===== src/rtl/hazard_ctrl_unit_pkg.sv =====
// Shared types and defaults for the load-use / control hazard controller.
// Imported by the interface, the FSM top and the optional perf counters.
package hazard_pkg;

    typedef enum logic {
        HZ_IDLE  = 1'b0,
        HZ_STALL = 1'b1
    } hz_state_e;

    localparam int REG_AW_DEF = 5;
    localparam int PERF_W_DEF = 32;
    localparam int X0_IDX     = 0;

endpackage


===== src/rtl/hazard_ctrl_unit_if.sv =====
// Pipeline-side bundle between the ID/EX stages and the hazard controller.
// master = pipeline (drives indices/flags), slave = hazard controller (drives enables).
interface hazard_ctrl_unit_if #(
    parameter int REG_AW = hazard_pkg::REG_AW_DEF
);
    logic [REG_AW-1:0] id_rs1;
    logic [REG_AW-1:0] id_rs2;
    logic              id_rs1_used;
    logic              id_rs2_used;
    logic              idex_mem_read;
    logic              idex_reg_write;
    logic [REG_AW-1:0] idex_rd;
    logic              ex_branch_taken;
    logic              pc_write;
    logic              ifid_write;
    logic              ifid_flush;
    logic              idex_bubble;

    modport master (
        output id_rs1, id_rs2, id_rs1_used, id_rs2_used,
               idex_mem_read, idex_reg_write, idex_rd, ex_branch_taken,
        input  pc_write, ifid_write, ifid_flush, idex_bubble
    );

    modport slave (
        input  id_rs1, id_rs2, id_rs1_used, id_rs2_used,
               idex_mem_read, idex_reg_write, idex_rd, ex_branch_taken,
        output pc_write, ifid_write, ifid_flush, idex_bubble
    );
endinterface


===== src/rtl/hazard_ctrl_unit_perf.sv =====
// Stall/flush event counters, wrapping at 2^PERF_W; only instantiated when
// HAZARD_PERF_CNT_EN is defined.
module hazard_perf_counters
    import hazard_pkg::*;
#(
    parameter int PERF_W = PERF_W_DEF
) (
    input  logic              clk,
    input  logic              rst,
    input  logic              i_stall,
    input  logic              i_flush,
    output logic [PERF_W-1:0] o_stall_cnt,
    output logic [PERF_W-1:0] o_flush_cnt
);
    logic [PERF_W-1:0] r_stall_cnt;
    logic [PERF_W-1:0] r_flush_cnt;

    always_ff @(posedge clk) begin
        if (rst) begin
            r_stall_cnt <= '0;
            r_flush_cnt <= '0;
        end else begin
            if (i_stall) r_stall_cnt <= r_stall_cnt + PERF_W'(1);
            if (i_flush) r_flush_cnt <= r_flush_cnt + PERF_W'(1);
        end
    end

    assign o_stall_cnt = r_stall_cnt;
    assign o_flush_cnt = r_flush_cnt;
endmodule


===== src/rtl/hazard_ctrl_unit.sv =====
// Load-use stall / branch squash controller beside the ID stage.
// Optional perf counters (stall_cnt, flush_cnt) under HAZARD_PERF_CNT_EN.
//
//  state    | meaning
//  ---------+-----------------------------------------------------------
//  HZ_IDLE  | comparator live; detection cycle stalls with zero latency
//  HZ_STALL | holding PC/IF-ID for the rest of LOAD_LAT; remain counts down
module hazard_ctrl_unit
    import hazard_pkg::*;
#(
    parameter int REG_AW   = REG_AW_DEF,
    parameter int LOAD_LAT = 1,
    parameter int PERF_W   = PERF_W_DEF
) (
    input  logic              clk,
    input  logic              rst,
    hazard_ctrl_unit_if.slave hz
`ifdef HAZARD_PERF_CNT_EN
    ,
    output logic [PERF_W-1:0] stall_cnt,
    output logic [PERF_W-1:0] flush_cnt
`endif
);
    localparam int RW = $clog2(LOAD_LAT + 1);

    hz_state_e   r_state;
    logic [RW-1:0] r_remain;

    hz_state_e   w_next_state;
    logic [RW-1:0] w_next_remain;
    logic        w_hazard;
    logic        w_pc_write;
    logic        w_ifid_write;
    logic        w_ifid_flush;
    logic        w_idex_bubble;

    assign w_hazard = hz.idex_mem_read && hz.idex_reg_write
                   && (hz.idex_rd != REG_AW'(X0_IDX))
                   && ((hz.id_rs1_used && (hz.id_rs1 == hz.idex_rd))
                    || (hz.id_rs2_used && (hz.id_rs2 == hz.idex_rd)));

    always_comb begin
        w_pc_write    = 1'b1;
        w_ifid_write  = 1'b1;
        w_ifid_flush  = 1'b0;
        w_idex_bubble = 1'b0;
        w_next_state  = r_state;
        w_next_remain = r_remain;
        if (rst) begin
            w_next_state  = HZ_IDLE;
            w_next_remain = '0;
        end else if (hz.ex_branch_taken) begin
            // Branch wins even in STALL: the ID instruction is squashed anyway.
            w_ifid_flush  = 1'b1;
            w_idex_bubble = 1'b1;
            w_next_state  = HZ_IDLE;
            w_next_remain = '0;
        end else if (r_state == HZ_STALL) begin
            w_pc_write    = 1'b0;
            w_ifid_write  = 1'b0;
            w_idex_bubble = 1'b1;
            w_next_remain = r_remain - RW'(1);
            if (r_remain == RW'(1)) w_next_state = HZ_IDLE;
        end else if (w_hazard) begin
            w_pc_write    = 1'b0;
            w_ifid_write  = 1'b0;
            w_idex_bubble = 1'b1;
            if (LOAD_LAT > 1) begin
                w_next_state  = HZ_STALL;
                w_next_remain = RW'(LOAD_LAT - 1);
            end
        end
    end

    always_ff @(posedge clk) begin
        if (rst) begin
            r_state  <= HZ_IDLE;
            r_remain <= '0;
        end else begin
            r_state  <= w_next_state;
            r_remain <= w_next_remain;
        end
    end

    assign hz.pc_write    = w_pc_write;
    assign hz.ifid_write  = w_ifid_write;
    assign hz.ifid_flush  = w_ifid_flush;
    assign hz.idex_bubble = w_idex_bubble;

`ifdef HAZARD_PERF_CNT_EN
    hazard_perf_counters #(
        .PERF_W (PERF_W)
    ) u_perf (
        .clk         (clk),
        .rst         (rst),
        .i_stall     (!w_pc_write),
        .i_flush     (w_ifid_flush),
        .o_stall_cnt (stall_cnt),
        .o_flush_cnt (flush_cnt)
    );
`endif
endmodule


===== src/flat_wrapper.sv =====
// flat-port wrapper written by rule: the top's interface ports become plain ports
module hazard_ctrl_unit_flat import hazard_pkg::*;
#(
    parameter int REG_AW   = REG_AW_DEF,
    parameter int LOAD_LAT = 1,
    parameter int PERF_W   = PERF_W_DEF
)
  (clk, rst, hz_id_rs1, hz_id_rs2, hz_id_rs1_used, hz_id_rs2_used, hz_idex_mem_read, hz_idex_reg_write, hz_idex_rd, hz_ex_branch_taken, hz_pc_write, hz_ifid_write, hz_ifid_flush, hz_idex_bubble);
  hazard_ctrl_unit_if #(.REG_AW(REG_AW)) hz_i ();
  input  logic clk;
  input  logic rst;
  input wire logic [$bits(hz_i.id_rs1)-1:0] hz_id_rs1;
  input wire logic [$bits(hz_i.id_rs2)-1:0] hz_id_rs2;
  input wire logic [$bits(hz_i.id_rs1_used)-1:0] hz_id_rs1_used;
  input wire logic [$bits(hz_i.id_rs2_used)-1:0] hz_id_rs2_used;
  input wire logic [$bits(hz_i.idex_mem_read)-1:0] hz_idex_mem_read;
  input wire logic [$bits(hz_i.idex_reg_write)-1:0] hz_idex_reg_write;
  input wire logic [$bits(hz_i.idex_rd)-1:0] hz_idex_rd;
  input wire logic [$bits(hz_i.ex_branch_taken)-1:0] hz_ex_branch_taken;
  output wire logic [$bits(hz_i.pc_write)-1:0] hz_pc_write;
  output wire logic [$bits(hz_i.ifid_write)-1:0] hz_ifid_write;
  output wire logic [$bits(hz_i.ifid_flush)-1:0] hz_ifid_flush;
  output wire logic [$bits(hz_i.idex_bubble)-1:0] hz_idex_bubble;
  assign hz_i.id_rs1 = hz_id_rs1;
  assign hz_i.id_rs2 = hz_id_rs2;
  assign hz_i.id_rs1_used = hz_id_rs1_used;
  assign hz_i.id_rs2_used = hz_id_rs2_used;
  assign hz_i.idex_mem_read = hz_idex_mem_read;
  assign hz_i.idex_reg_write = hz_idex_reg_write;
  assign hz_i.idex_rd = hz_idex_rd;
  assign hz_i.ex_branch_taken = hz_ex_branch_taken;
  assign hz_pc_write = hz_i.pc_write;
  assign hz_ifid_write = hz_i.ifid_write;
  assign hz_ifid_flush = hz_i.ifid_flush;
  assign hz_idex_bubble = hz_i.idex_bubble;
  hazard_ctrl_unit #(.REG_AW(REG_AW), .LOAD_LAT(LOAD_LAT), .PERF_W(PERF_W)) u_core (.clk(clk), .rst(rst), .hz(hz_i));
endmodule

===== config.mk =====
export PLATFORM = sky130hd
export DESIGN_NAME = hazard_ctrl_unit_flat
export DESIGN_NICKNAME = d
export VERILOG_FILES = /design/src/rtl/hazard_ctrl_unit_pkg.sv /design/src/rtl/hazard_ctrl_unit_if.sv /design/src/rtl/hazard_ctrl_unit_perf.sv /design/src/rtl/hazard_ctrl_unit.sv /design/src/flat_wrapper.sv
export SDC_FILE = /design/constraint.sdc
export NUM_CORES = 1
export LEC_CHECK = 0
export CAP_MARGIN = 20
export CORE_AREA = 2 2 39 41
export CTS_CLUSTER_DIAMETER = 40
export DETAILED_ROUTE_END_ITERATION = 10
export DIE_AREA = 0 0 41 43
export GPL_TIMING_DRIVEN = 0
export PLACE_DENSITY = 0.65
export SETUP_SLACK_MARGIN = 0.3
export SLEW_MARGIN = 0
export SYNTH_ARGS = -nofsm -noshare
export SYNTH_HDL_FRONTEND = slang
export SYNTH_SLANG_ARGS = --single-unit

===== constraint.sdc =====
create_clock -name clk -period 2.4 [get_ports clk]
set_input_delay 0.6 -clock clk [delete_from_list [all_inputs] [get_ports clk]]
set_output_delay 0.6 -clock clk [all_outputs]
set_load 0.005 [all_outputs]

==> results of run 1 <==
==> worst max-delay path, stage by stage <==
cell,delay [ns]
buf_6,0.09
xor2_1,0.16
nor4_2,0.27
a32oi_1,0.15
o41a_1,0.35
buf_4,0.14
buf_6,0.10
==> synth_stat cells (all sizes together) <==
cell type	instances
xor2	8
xnor2	3
dfxtp	2
nor4	2
a32oi	1
and2	1
buf	1
nand2	1
nor2	1
nor2b	1
nor3	1
nor4b	1
o211ai	1
o21bai	1
o31ai	1
o41a	1
or4	1
==> state kept, by name (all words and copies together) (netlist names) <==
| name | count |
|---|---|
| u_core.r_state | 1 |
| u_core.r_remain | 1 |
==> layout make-up <==
class	count	area, um2
tap	16	20.0
multi-input combinational	25	210
fill	160	853
timing repair buffer	27	230
clock buffer	3	22.5
buffer	1	7.51
sequential	2	40.0
==> per-layer routing <==
metal,vias to the layer above,GRT usage [%],part of all wire (%)
met5,-,0,0
met4,0,6.00,0
met3,0,2.09,13
met2,13,11.6,47
met1,133,9.84,40
li1,164,-,-
==> worst min path at each step <==
stage,startpoint,to,slack (ns)
floorplan,u_core.r_remain$_SDFFE_PP0P_,u_core.r_state$_SDFF_PP0_,0.42
detailed placement,u_core.r_remain$_SDFFE_PP0P_,u_core.r_state$_SDFF_PP0_,0.44
global route,u_core.r_remain$_SDFFE_PP0P_,u_core.r_state$_SDFF_PP0_,0.45
finish,u_core.r_remain$_SDFFE_PP0P_,u_core.r_state$_SDFF_PP0_,0.44
global placement,u_core.r_remain$_SDFFE_PP0P_,u_core.r_state$_SDFF_PP0_,0.44
CTS,u_core.r_remain$_SDFFE_PP0P_,u_core.r_state$_SDFF_PP0_,0.44
==> timing repair <==
| action | 4_1_cts | 5_1_grt |
|---|---|---|
| gates cloned | 0 | 0 |
| buffers inserted | 2 | 0 |
| pin swaps | 14 | 1 |
| resized for setup | 73 | 3 |
| endpoints found under the hold margin | 0 | 0 |
| endpoints found under the setup margin | 4 | 4 |
==> where the power goes <==
part | internal [uW] | switching, uW | total [uW]
clock | 54.9 | 16.5 | 71.4
combinational | 38.4 | 21.5 | 59.9
sequential | 33.5 | 0 | 33.5
==> per-stage QoR <==
step	TNS, ns	hold WS [ns]	setup WS, ns
2_1_floorplan	0	0.418	0.119
3_3_place_gp	-2.36	0.441	-0.895
3_5_place_dp	-2.39	0.441	-0.899
4_1_cts	-0.0902	0.439	-0.0902
5_1_grt	-0.295	0.455	-0.174
6_report	-0.0618	0.436	-0.0618
==> cells by family after synthesis <==
kind of cell | share of synthesized area [%]
AO/OA/AOI/OAI | 17.3
buffers and inverters | 3.05
AND/OR/NAND/NOR | 24.4
XOR/XNOR | 39.1
flip-flops | 16.2
==> results.toml, run 1 <==
[synth]
synth_seq_area_share_pct = 16.2
synth_cell_types = 18
synth.top_cell.area_share_pct = 28.4
synth_area_per_cell_um2 = 8.80
synthTopCellsByArea = "xor2_1, dfxtp_1, xnor2_1"
yosysWarnings = 0
synth_cells = 28
yosysTopAreaCell = "xor2_1"
synth_nets = 50
ys_seq_elements = 2
netlist_area_um2 = 246

[sta]
max_freq_mhz = 406
hold_violations = 0
rsz0062_at_grt = "yes"
min_period_ns = 2.46
finalClockSkew_ns = 0.00337
fin_ws_ns = -0.0618
post-route-period-util_pct = 103
maxSlewHeadroom_pct = 84.9
tightest_slew_ns = 0.225
slew_violations = 0
setup_viol = 1

[critical_path]
crit_required_ns = 1.80
cp_max_fo = 2
crit_type = "in2out"
startpoint = "hz_id_rs1[1]"
start_kind = "input pin"
cp.arrival_ns = 1.86
endpoint_kind = "output port"
reg2reg_depth = 1
endpoint = "hz_pc_write"
reg2reg_slack_ns = 1.72
r2r_start = "u_core.r_state$_SDFF_PP0_"
worstReg2RegEnd = "u_core.r_state$_SDFF_PP0_"

[detailed_routing]
antenna_left = 0
route.detailed.drc = 0
wl_per_cell_um = 8.85
dr.pass1.iters = 2
drt-total-wl_um = 655
vias = 310
drt_iter0_drc = 1
avgViaCountPerCell = 4.19

[placement]
dpl_cell_area_um2 = 517
place_hpwl_um = 572
port_buffers = 25
place_congestion = 0.604
dp.cells = 69

[die]
coreArea_um2 = 1380
die_w_um = 41
io-pin-count = 26
die_area_um2 = 1760
start_util_pct = 17.8
rows = 14
die_h_um = 43

[grt]
grt_max_degree = 8
grt_pass1_wl_um = 979
globalRouteOverflowTotal = 0
grt_pass1_vias = 276
grt_antenna_before_repair = 0
track_usage_pct = 8.10

[clock_network]
cts.clk_slew.worst_paths_ns = 0.03
ctsHoldBuffers = 0
tritoncts.num_buffers = 3
insertion_delay_ns = 0.22
htree_levels = 1
cts_max_path_buffers = 2
ctsRootBufferMaster = "clkbuf_4"
cts.sinks = 2
cts_tree = "yes"

[power]
vdd_drop_max_v = 0.000100
p_per_area_nw_per_um2 = 311
leakagePower_uw = 0.000233
p_total_uw = 165

[hold_path]
min_path_type = "reg2reg"
min_path_cells = 1

[cells_and_area]
layout_commonest_cell = "buf_2"
mostFrequentLayoutCells = "buf_2, xor2_1, clkdlybuf4s50_1, buf_6"
fin_util_pct = 38.3
antenna_cells = 0
drive_above_1_share_pct = 41.4
design_area_um2 = 531
syn2layout_area_growth_pct = 115
nNetsFinal = 82
instances_no_fill = 74

[job]
max_cap_viol_count = 0

[outcome]
outcome = "finished, violations left"
violations = "setup timing"
Note: power is estimated with default switching activity, not from simulation.
==> run 2, diff against run 1 <==
--- a/config.mk
+++ b/config.mk
@@ -5,6 +5,7 @@
 export SDC_FILE = /design/constraint.sdc
 export NUM_CORES = 1
 export LEC_CHECK = 0
+export ABC_CLOCK_PERIOD_IN_PS = 2400
 export CAP_MARGIN = 20
 export CORE_AREA = 2 2 39 41
 export CTS_CLUSTER_DIAMETER = 40
==> results of run 2 <==
No change in the layout: final DEF, timing and power equal those of run 1.
==> run 3, diff against run 2 <==
--- a/config.mk
+++ b/config.mk
@@ -11,7 +11,7 @@
 export CTS_CLUSTER_DIAMETER = 40
 export DETAILED_ROUTE_END_ITERATION = 10
 export DIE_AREA = 0 0 41 43
-export GPL_TIMING_DRIVEN = 0
+export GPL_TIMING_DRIVEN = 1
 export PLACE_DENSITY = 0.65
 export SETUP_SLACK_MARGIN = 0.3
 export SLEW_MARGIN = 0
==> results.toml, run 3 (same netlist as run 1, synthesis figures left out) <==
[power]
p_seq_share_pct = 19.8
comb_power_share_pct = 36.8
p_total_uw = 170
leakagePower_uw = 0.000230
netSwitchingPower_uw = 40.8
pwr-share-clk_pct = 43.4
vdd_drop_max_v = 0.000155
swShare_pct = 24.0
p_per_area_nw_per_um2 = 321
p_int_uw = 129

[clock_network]
cts_tree = "yes"
cts.clk_slew.worst_paths_ns = 0.03
tritoncts.num_buffers = 3
cts.sinks = 2
ctsRootBufferMaster = "clkbuf_4"
cts_max_path_buffers = 2
insertion_delay_ns = 0.22
ctsHoldBuffers = 0
htree_levels = 1

[cells_and_area]
mostFrequentLayoutCells = "buf_2, xor2_1, buf_4, dlygate4sd2_1, clkdlybuf4s50_1"
antenna_cells = 0
nNetsFinal = 85
reg.largest.list = "u_core.r_remain (1), u_core.r_state (1)"
drive_above_1_share_pct = 42.6
syn2layout_area_growth_pct = 114
layout_commonest_cell = "buf_2"
instances_no_fill = 77

[sta]
finalClockSkew_ns = 0.00220
rsz0062_at_grt = "yes"
whs_ns = 0.445
setup_viol = 0
tightest_slew_ns = 0.252
hold_violations = 0
post-route-period-util_pct = 99.2
slew_violations = 0
maxSlewHeadroom_pct = 83.0
max_freq_mhz = 420
min_period_ns = 2.38

[die]
die_area_um2 = 1760
die_h_um = 43
start_util_pct = 17.8
io-pin-count = 26
coreArea_um2 = 1380
rows = 14
die_w_um = 41

[critical_path]
endpoint_kind = "output port"
path_buf_inv = 2
crit_type = "in2out"
crit_required_ns = 1.80
start_kind = "input pin"
slowest_delay_ns = 0.52
slowest_stage = "or4_4"
cp_max_fo = 3
crit_family = "simple AND/OR/NAND/NOR gates"
crit_chain = "buf_8 > or4_4 > o211ai_1 > o41a_1 > buf_2"
cp.arrival_ns = 1.78

[detailed_routing]
antenna_left = 0
vias = 323
dr.pass1.iters = 4
route.detailed.drc = 0
drt-total-wl_um = 730
drt_iter0_drc = 5
wl_per_cell_um = 9.48
avgViaCountPerCell = 4.19

[placement]
place_congestion = 0.605
port_buffers = 25
dp.cells = 73

[grt]
globalRouteOverflowTotal = 0
grt_pass1_wl_um = 1220
grt_max_degree = 7
track_usage_pct = 10.4
grt_antenna_before_repair = 0
grt_pass1_vias = 324

[job]
max_cap_viol_count = 0

[hold_path]
min_path_type = "reg2reg"

[outcome]
outcome = "complete, no violations"
[run 3: metal layers]
metal  wire length, um  vias up  GRT usage [%]
li1                  -      171              -
met1               311      137           12.3
met2               337       15           13.8
met3                82        0           4.71
met4                 0        0           8.00
met5                 0        -              0
[run 3: final timing paths]
check / from / to / cells past startpoint / slack, ns
min reg2reg: u_core.r_remain$_SDFFE_PP0P_ / u_core.r_state$_SDFF_PP0_ / 1 / 0.44
max: hz_idex_rd[1] / hz_pc_write / 5 / 0.02
min: u_core.r_remain$_SDFFE_PP0P_ / u_core.r_state$_SDFF_PP0_ / 1 / 0.44
max reg2reg: u_core.r_state$_SDFF_PP0_ / u_core.r_state$_SDFF_PP0_ / 1 / 1.68
[run 3: cell type report]
cell class,instances,area [um2]
multi-input combinational,25,203
clock buffer,3,22.5
fill,162,856
tap,16,20.0
sequential,2,40.0
timing repair buffer,31,243
[run 3: timing repair]
action	4_1_cts	5_1_grt
gates resized for setup	71	1
setup endpoints to repair	4	3
setup buffers	1	0
pin swaps	14	3
[run 3: power groups by stage]
| stage | combinational (uW) | clock (uW) | sequential [uW] |
|---|---|---|---|
| 2_1_floorplan | 18.9 | 0 | 33.9 |
| 3_3_place_gp | 71.3 | 0 | 33.9 |
| 3_5_place_dp | 71.7 | 0 | 33.9 |
| 4_1_cts | 62.7 | 78.5 | 33.5 |
| 5_1_grt | 68.3 | 78.3 | 33.5 |
| 6_report | 62.5 | 73.6 | 33.5 |
[run 3: metrics by stage]
step	area (um2)	setup TNS (ns)	worst slack [ns]	util (%)
finish	528	0	0.0199	38.2
global route	528	-0.0947	-0.0394	38.2
CTS	524	-0.0145	-0.00846	37.9
detailed placement	547	-2.29	-0.773	39.5
global placement	547	-2.28	-0.767	39.5
floorplan	246	0	0.119	-
